<file path="config.mk">
export PLATFORM = sky130hd
export DESIGN_NAME = mem_arb
export DESIGN_NICKNAME = d
export VERILOG_FILES = /design/src/rtl/mem_arb.sv
export SDC_FILE = /design/constraint.sdc
export NUM_CORES = 1
export LEC_CHECK = 0
export BUFFER_PORTS_ARGS = -buffer_cell sky130_fd_sc_hd__buf_2
export CAP_MARGIN = 30
export CELL_PAD_IN_SITES_DETAIL_PLACEMENT = 1
export CELL_PAD_IN_SITES_GLOBAL_PLACEMENT = 2
export CORE_MARGIN = 10
export CORE_UTILIZATION = 27
export DETAILED_ROUTE_END_ITERATION = 12
export GPL_TIMING_DRIVEN = 0
export PLACE_DENSITY_LB_ADDON = 0.1
export SKIP_LAST_GASP = 1
export SLEW_MARGIN = 20
export SYNTH_ARGS = -nofsm -noshare
export SYNTH_HDL_FRONTEND = slang
export SYNTH_SLANG_ARGS = --single-unit
</file>
<file path="constraint.sdc">
create_clock -name clk -period 2.05 [get_ports clk]
set_clock_uncertainty 0.05 [all_clocks]
set_input_delay 0.3075 -clock clk [delete_from_list [all_inputs] [get_ports clk]]
set_output_delay 0.3075 -clock clk [all_outputs]
set_load 0.005 [all_outputs]
</file>
<file path="src/rtl/mem_arb.sv">
// Two-port (instruction fetch / data) arbiter in front of a single-request memory.
// Round-robin grant, one transaction outstanding, wait-counter timeout reported as nxm.
module mem_arb #(
    parameter int TIMEOUT = 15,
    parameter int ADDR_W  = 18,
    parameter int DATA_W  = 36
) (
    input  logic              clk,
    input  logic              reset,
    input  logic              i_req,
    input  logic [ADDR_W-1:0] i_addr,
    output logic              i_done,
    output logic [DATA_W-1:0] i_rdata,
    input  logic              d_read,
    input  logic              d_write,
    input  logic [ADDR_W-1:0] d_addr,
    input  logic [DATA_W-1:0] d_wdata,
    output logic              d_done,
    output logic [DATA_W-1:0] d_rdata,
    output logic              nxm,
    output logic [ADDR_W-1:0] mem_addr,
    output logic [DATA_W-1:0] mem_write_data,
    output logic              mem_read,
    output logic              mem_write,
    input  logic              read_ack,
    input  logic              write_ack,
    input  logic [DATA_W-1:0] mem_read_data
);

    localparam logic [4:0] TIMEOUT_CNT = 5'(TIMEOUT);

    typedef enum logic [1:0] {IDLE, RD, RDATA, WR} state_t;

    state_t     state, state_next;
    logic       gnt_d;
    logic [4:0] wait_cnt;
    logic       i_elig, d_elig, pick_d, grant, timeout;

    // A port showing done this cycle is still holding its old request.
    assign i_elig  = i_req && !i_done;
    assign d_elig  = (d_read || d_write) && !d_done;
    assign pick_d  = d_elig && (!i_elig || !gnt_d);
    assign grant   = (state == IDLE) && (i_elig || d_elig);
    assign timeout = (wait_cnt + 5'd1) == TIMEOUT_CNT;

    always_ff @(posedge clk or negedge reset) begin
        if (!reset) begin
            state <= IDLE;
        end else begin
            state <= state_next;
        end
    end

    always_comb begin
        state_next = state;
        case (state)
            IDLE: begin
                if (grant) begin
                    state_next = (pick_d && d_write && !d_read) ? WR : RD;
                end
            end
            RD: begin
                if (read_ack) begin
                    state_next = RDATA;
                end else if (timeout) begin
                    state_next = IDLE;
                end
            end
            RDATA:   state_next = IDLE;
            WR: begin
                if (write_ack || timeout) begin
                    state_next = IDLE;
                end
            end
            default: state_next = IDLE;
        endcase
    end

    always_comb begin
        mem_read  = (state == RD);
        mem_write = (state == WR);
    end

    always_ff @(posedge clk or negedge reset) begin
        if (!reset) begin
            gnt_d          <= 1'b0;
            wait_cnt       <= '0;
            mem_addr       <= '0;
            mem_write_data <= '0;
            i_done         <= 1'b0;
            d_done         <= 1'b0;
            nxm            <= 1'b0;
            i_rdata        <= '0;
            d_rdata        <= '0;
        end else begin
            i_done <= 1'b0;
            d_done <= 1'b0;
            nxm    <= 1'b0;
            case (state)
                IDLE: begin
                    if (grant) begin
                        gnt_d    <= pick_d;
                        wait_cnt <= '0;
                        mem_addr <= pick_d ? d_addr : i_addr;
                        if (pick_d) begin
                            mem_write_data <= d_wdata;
                        end
                    end
                end
                RD: begin
                    if (!read_ack) begin
                        wait_cnt <= wait_cnt + 5'd1;
                        if (timeout) begin
                            i_done <= !gnt_d;
                            d_done <= gnt_d;
                            nxm    <= 1'b1;
                            if (gnt_d) begin
                                d_rdata <= '0;
                            end else begin
                                i_rdata <= '0;
                            end
                        end
                    end
                end
                RDATA: begin
                    i_done <= !gnt_d;
                    d_done <= gnt_d;
                    if (gnt_d) begin
                        d_rdata <= mem_read_data;
                    end else begin
                        i_rdata <= mem_read_data;
                    end
                end
                WR: begin
                    if (write_ack) begin
                        i_done <= !gnt_d;
                        d_done <= gnt_d;
                    end else begin
                        wait_cnt <= wait_cnt + 5'd1;
                        if (timeout) begin
                            i_done <= !gnt_d;
                            d_done <= gnt_d;
                            nxm    <= 1'b1;
                        end
                    end
                end
                default: ;
            endcase
        end
    end

endmodule
</file>
Word level (Yosys, flattened, before mapping) --
Cells that the tools add are included.
Storage, ports and cells: flip-flop bits (word level) 137, output and inout port bits 131, logic and storage cells 82, input port bits 115
Cells by class: add/sub/neg operators 1, reductions and logical operators 24, muxes and demuxes 33, equal/unequal tests 14
Operators with widths (number):
- 2-to-1 mux 36 bit | 8
- one-hot mux 36 bit (2 select lines) | 2
- 2-to-1 mux 18 bit | 1
- 2-to-1 mux 5 bit | 3
- one-hot mux 5 bit (3 select lines) | 1
- inequality test 2 bit, second input constant | 6
- 2-to-1 mux 2 bit | 5
- AND reduction 5 bit | 2
- 2-to-1 mux 1 bit | 9
- one-hot mux 2 bit (4 select lines) | 1
- logical AND 1 bit | 6
- inequality test 2 x 1 -> 1 bit, second input constant | 3
- one-hot mux 1 bit (3 select lines) | 2
- AND reduction 3 bit | 2
- adder 5 x 1 -> 5 bit, second input constant | 1
- equality test 5 x 4 -> 1 bit, second input constant | 1
- logical NOT 1 bit | 5
- equality test 2 bit, second input constant | 2
- logical OR 1 bit | 4
- AND reduction 4 bit | 1
- inequality test 3 x 1 -> 1 bit, second input constant | 1
- nonzero test 3 bit | 1
- equality test 2 x 1 -> 1 bit, second input constant | 1
- logical NOT 2 bit | 1
- other kinds (3) | 3

Logic depth before layout (Yosys ltp) --
depth after elaboration 10, gate-level depth with buffers 8, mapped depth without buffers 6

Least setup slack after synthesis --
OpenSTA, ideal clock, no wires.
kind reg-to-reg, start register state[1], end register d_rdata[10], library setup time 0.122 ns, clock period less this slack 2.148 ns, stages on the path, launching flop included 9, path slack -0.098 ns, arrival time 1.976 ns, data required time 1.878 ns, path buffers 2, path through dfrtp_1 -> inv_1 -> ha_1 -> a21bo_2 -> a211o_2 -> a21o_1 -> buf_6 -> buf_8 -> a32o_1
On the way: cells in the longest elaborated chain, start to end 3, elaborated cells between the ends (all ways) 9
Ends and longest elaborated chain:
- start: declaration | line 34 | state_t state, state_next;
- start signal: assignment | line 50 | state <= state_next;
- equality test 2 bit or equality test 2 x 1 -> 1 bit (tied branches) | line 99 | case (state)
- inequality test 2 bit (no line) (tied with other cells)
- AND reduction 5 bit (no line)
- end signal: assignment | line 129 | d_rdata <= mem_read_data;
- end: declaration | line 19 | output logic [DATA_W-1:0] d_rdata,
Several ways; a longest one is shown, not always the timed one. A chain may end at the register's enable or synchronous reset.

Worst setup path in the final report --
start register state[0], end register i_rdata[6]
On the way: cells in the longest elaborated chain, start to end 3, elaborated cells between the ends (all ways) 9
Ends and longest elaborated chain:
- equality test 2 bit or equality test 2 x 1 -> 1 bit (tied branches) | line 99
- inequality test 2 bit (no line) (tied with other cells)
- AND reduction 5 bit (no line)
- end signal: assignment | line 131 | i_rdata <= mem_read_data;
- end: declaration | line 13 | output logic [DATA_W-1:0] i_rdata,
Several ways; a longest one is shown, not always the timed one.

==> results.md <==
- CP Capture Type: flip-flop
- Max Clk Rate: 460.9 MHz
- Iter 0 DRT Violations: 218
- Sequential cell area fraction in the yosys report: 60.62%
- DP Worst Slack: -0.2372 ns
- Crit path largest cell delay: 0.39 ns
- Yosys reg bits: 137
- Share of cells above drive strength 1: 54.21%
- Mapped Cells: 407
- Post-synth EDFFs: 0
- WL/cell: 20.73 um
- Max_slew headroom: 59.45%
- Die Footprint: 0.02713 mm^2
- Slew Viols, Final: 0
- Clock Sinks: 137
- Initial antenna violation count: 4
- Worst min path class: input pin to flip-flop
- Cell area after synthesis: 0.005655 mm^2
- Cell variety after synth: 40
- WHS: 0.06647 ns
- Post-DRT Antenna Nets: 0
- Clock power share: 28.6%
- Share of synthesized flip-flops with an asynchronous set or reset: 100.0%
- Net Sw Frac: 33.42%
- Largest net degree at the start of global routing: 75
- Max FO, Critical Path: 9
- GP Congestion: 0.7651
- Port Buffer Count: 245
- CTS Buf Count: 17
- Num rows: 52
- Psw: 3.879 mW
- Finished Core Util: 40.95%
- Status: finished with violations
- Min setup slack post-route: -0.1195 ns
- # H-tree levels: 4
- RSZ-0062 raised after global routing: yes
- Core footprint: 0.02043 mm^2
- WL final: 20.42 mm
- Crit path DAT: 2.42 ns
- Net count, final: 821
- Setup TNS: -5.813 ns
- Clock slew at reported path FFs: 0.06 ns
- Chip width: 164.7 um
- Area Overhead vs Synth: 47.92%
- Io pins: 246
- Vias per std cell: 4.796
- Gr usage total: 14.60%
- Fillers: 2251
- Pint: 7.726 mW
- Synth Flop Type: dfrtp_1
- Maxcap violations: 0
- LEAKAGE: 4.254 nW
- TritonCTS clock tree: yes
- Vias in the first global route: 5371
- Root Driver: clkbuf_16
- Combinational share of power: 35.7%
- Final worst-path cycle share: 105.8%
- Hold_sp: d_wdata[12]
- Worst-skew pair later-pin latency: 0.42 ns
- Violated checks: negative setup slack
- Net Count, Synth: 529
- Power Density: 1387 mW/mm^2
- Drt pass-1 iters: 7
- HPWL after detailed placement: 15.23 mm
- CP delay by family, top: compound AO/OA/AOI/OAI gates
- Synth top area cells: dfrtp_1 (61%), a32o_1 (13%), mux2_2 (7.4%), mux2i_1 (3.2%), nand2_1 (1.9%)
- Syn_area_per_cell: 13.90 um^2
- Yosys warnings: 0
- Total gr overflow: 0
- Worst slew pin tran: 0.6083 ns
- Top-area cell type share of the netlist area: 60.62%
- Data required, critical path: 2.30 ns
- DRC: 0
- Sequential power share: 35.7%
- First-pass GRT wire length: 30.79 mm
- Cell taking the most area after synthesis: dfrtp_1
- CP bufs+invs: 3
- Setup crit start kind: flip-flop
- Setup Viol. Count Final: 70
- Vias: 4724
- Crit-path cells: inv_2 -> ha_4 -> a21bo_4 -> a211o_4 -> a21o_1 -> buf_12 -> clkbuf_16 -> a32o_1
- Final Critical Period: 2.169 ns
- Worst path slowest cell: dfrtp_1
- Crit path launch: state[0]$_DFFE_PN0P_
- Final hold violations: 0
- Die Ht: 164.7 um
- Initial Utilization: 27.68%
- Reg2reg start: state[0]$_DFFE_PN0P_
- Final Total Pwr: 11.60 mW
- Clk buf depth: 2
- CP Class: flip-flop to flip-flop
- Peak supply drop: 0.0005948 V
-- synthesized netlist by cell type (all sizes together), types with 3 or more instances --
cell,number
nand2,29
clkbuf,12
ha,7
a21o,3
a32o,72
nand3b,3
mux2,37
dfrtp,137
nor2,4
nand3,5
o21ai,20
a21oi,4
nor2b,3
mux2i,18
buf,19
inv,6
-- final timing paths --
kind	to	slack [ns]	depth (start not counted)
max	i_rdata[6]$_DFFE_PN0P_	-0.12	8
min	mem_write_data[12]$_DFFE_PN0P_	0.07	2
max reg2reg	i_rdata[6]$_DFFE_PN0P_	-0.12	8
min reg2reg	mem_addr[15]$_DFFE_PN0P_	0.43	2
max in group asynchronous	mem_write_data[17]$_DFFE_PN0P_	0.81	3
min in group asynchronous	i_rdata[20]$_DFFE_PN0P_	0.40	2
-- kinds of logic after synthesis --
family | share of synthesized area, %
flops | 60.62
mux | 10.55
fa+ha+maj | 1.549
simple gates | 4.867
compound gates | 18.25
buf+inv | 4.159
-- flip-flops by register name (all words and copies together), names as in the netlist --
name / flops
d_done: 1
d_rdata: 36
gnt_d: 1
i_done: 1
i_rdata: 36
mem_addr: 18
mem_write_data: 36
nxm: 1
state: 2
wait_cnt: 5
-- area by class of cell --
| type | count | area (um^2) | area share (%) |
|---|---|---|---|
| Tap cell | 270 | 337.8 | 4.038 |
| Clock buffer | 19 | 442.9 | 5.295 |
| Clock inverter | 13 | 191.4 | 2.288 |
| Timing Repair Buffer | 274 | 1609 | 19.23 |
| Sequential cell | 137 | 3430 | 41.00 |
| Multi-Input combinational cell | 233 | 2059 | 24.62 |
| Antenna cell | 3 | 7.507 | 0.08974 |
| Inverter | 6 | 22.52 | 0.2692 |
| Buffer | 30 | 265.3 | 3.171 |
-- power by group through the flow --
stage                     combinational (mW)  clock (mW)  sequential [mW]
after global placement                  3.90           0             4.14
after global routing                    4.62        3.55             4.29
final                                   4.14        3.32             4.14
after detailed placement                3.98           0             4.20
after CTS                               4.13        3.40             4.15
after floorplan                         1.99           0             4.23
-- layer usage --
metal	vias up	global-route usage (%)	part of all wire [%]
met2	179	23.70	48
met5	-	0	0.078
met3	27	6.821	10
li1	2162	-	-
met1	2352	16.64	40
met4	4	4.952	1.7
-- stage by stage --
step | std cells | cell area, um^2
2_1_floorplan | 407 | 5680
3_3_place_gp | 922 | 7244
3_5_place_dp | 923 | 7282
4_1_cts | 978 | 8242
5_1_grt | 983 | 8361
6_report | 985 | 8366
-- timing repair --
action | 4_1_cts | 5_1_grt
endpoints found under the setup margin | 75 | 125
hold buffers | 1 | 0
endpoints found under the hold margin | 73 | 0
cloned | 4 | 1
pin swaps | 19 | 20
buffers inserted | 19 | 4
gates resized for setup | 20 | 28
-- cells in the final DEF, fill, tap and decap left out, types with 7 or more instances in the layout --
master	Yosys	routed
buf_2	11	246
dfrtp_1	137	136
a32o_1	72	72
mux2_2	37	37
nand2_1	29	28
o21ai_0	20	20
mux2i_1	18	18
clkbuf_16	0	18
buf_4	0	17
buf_8	6	8
clkbuf_2	0	7
(Power assumes the default switching activity.)
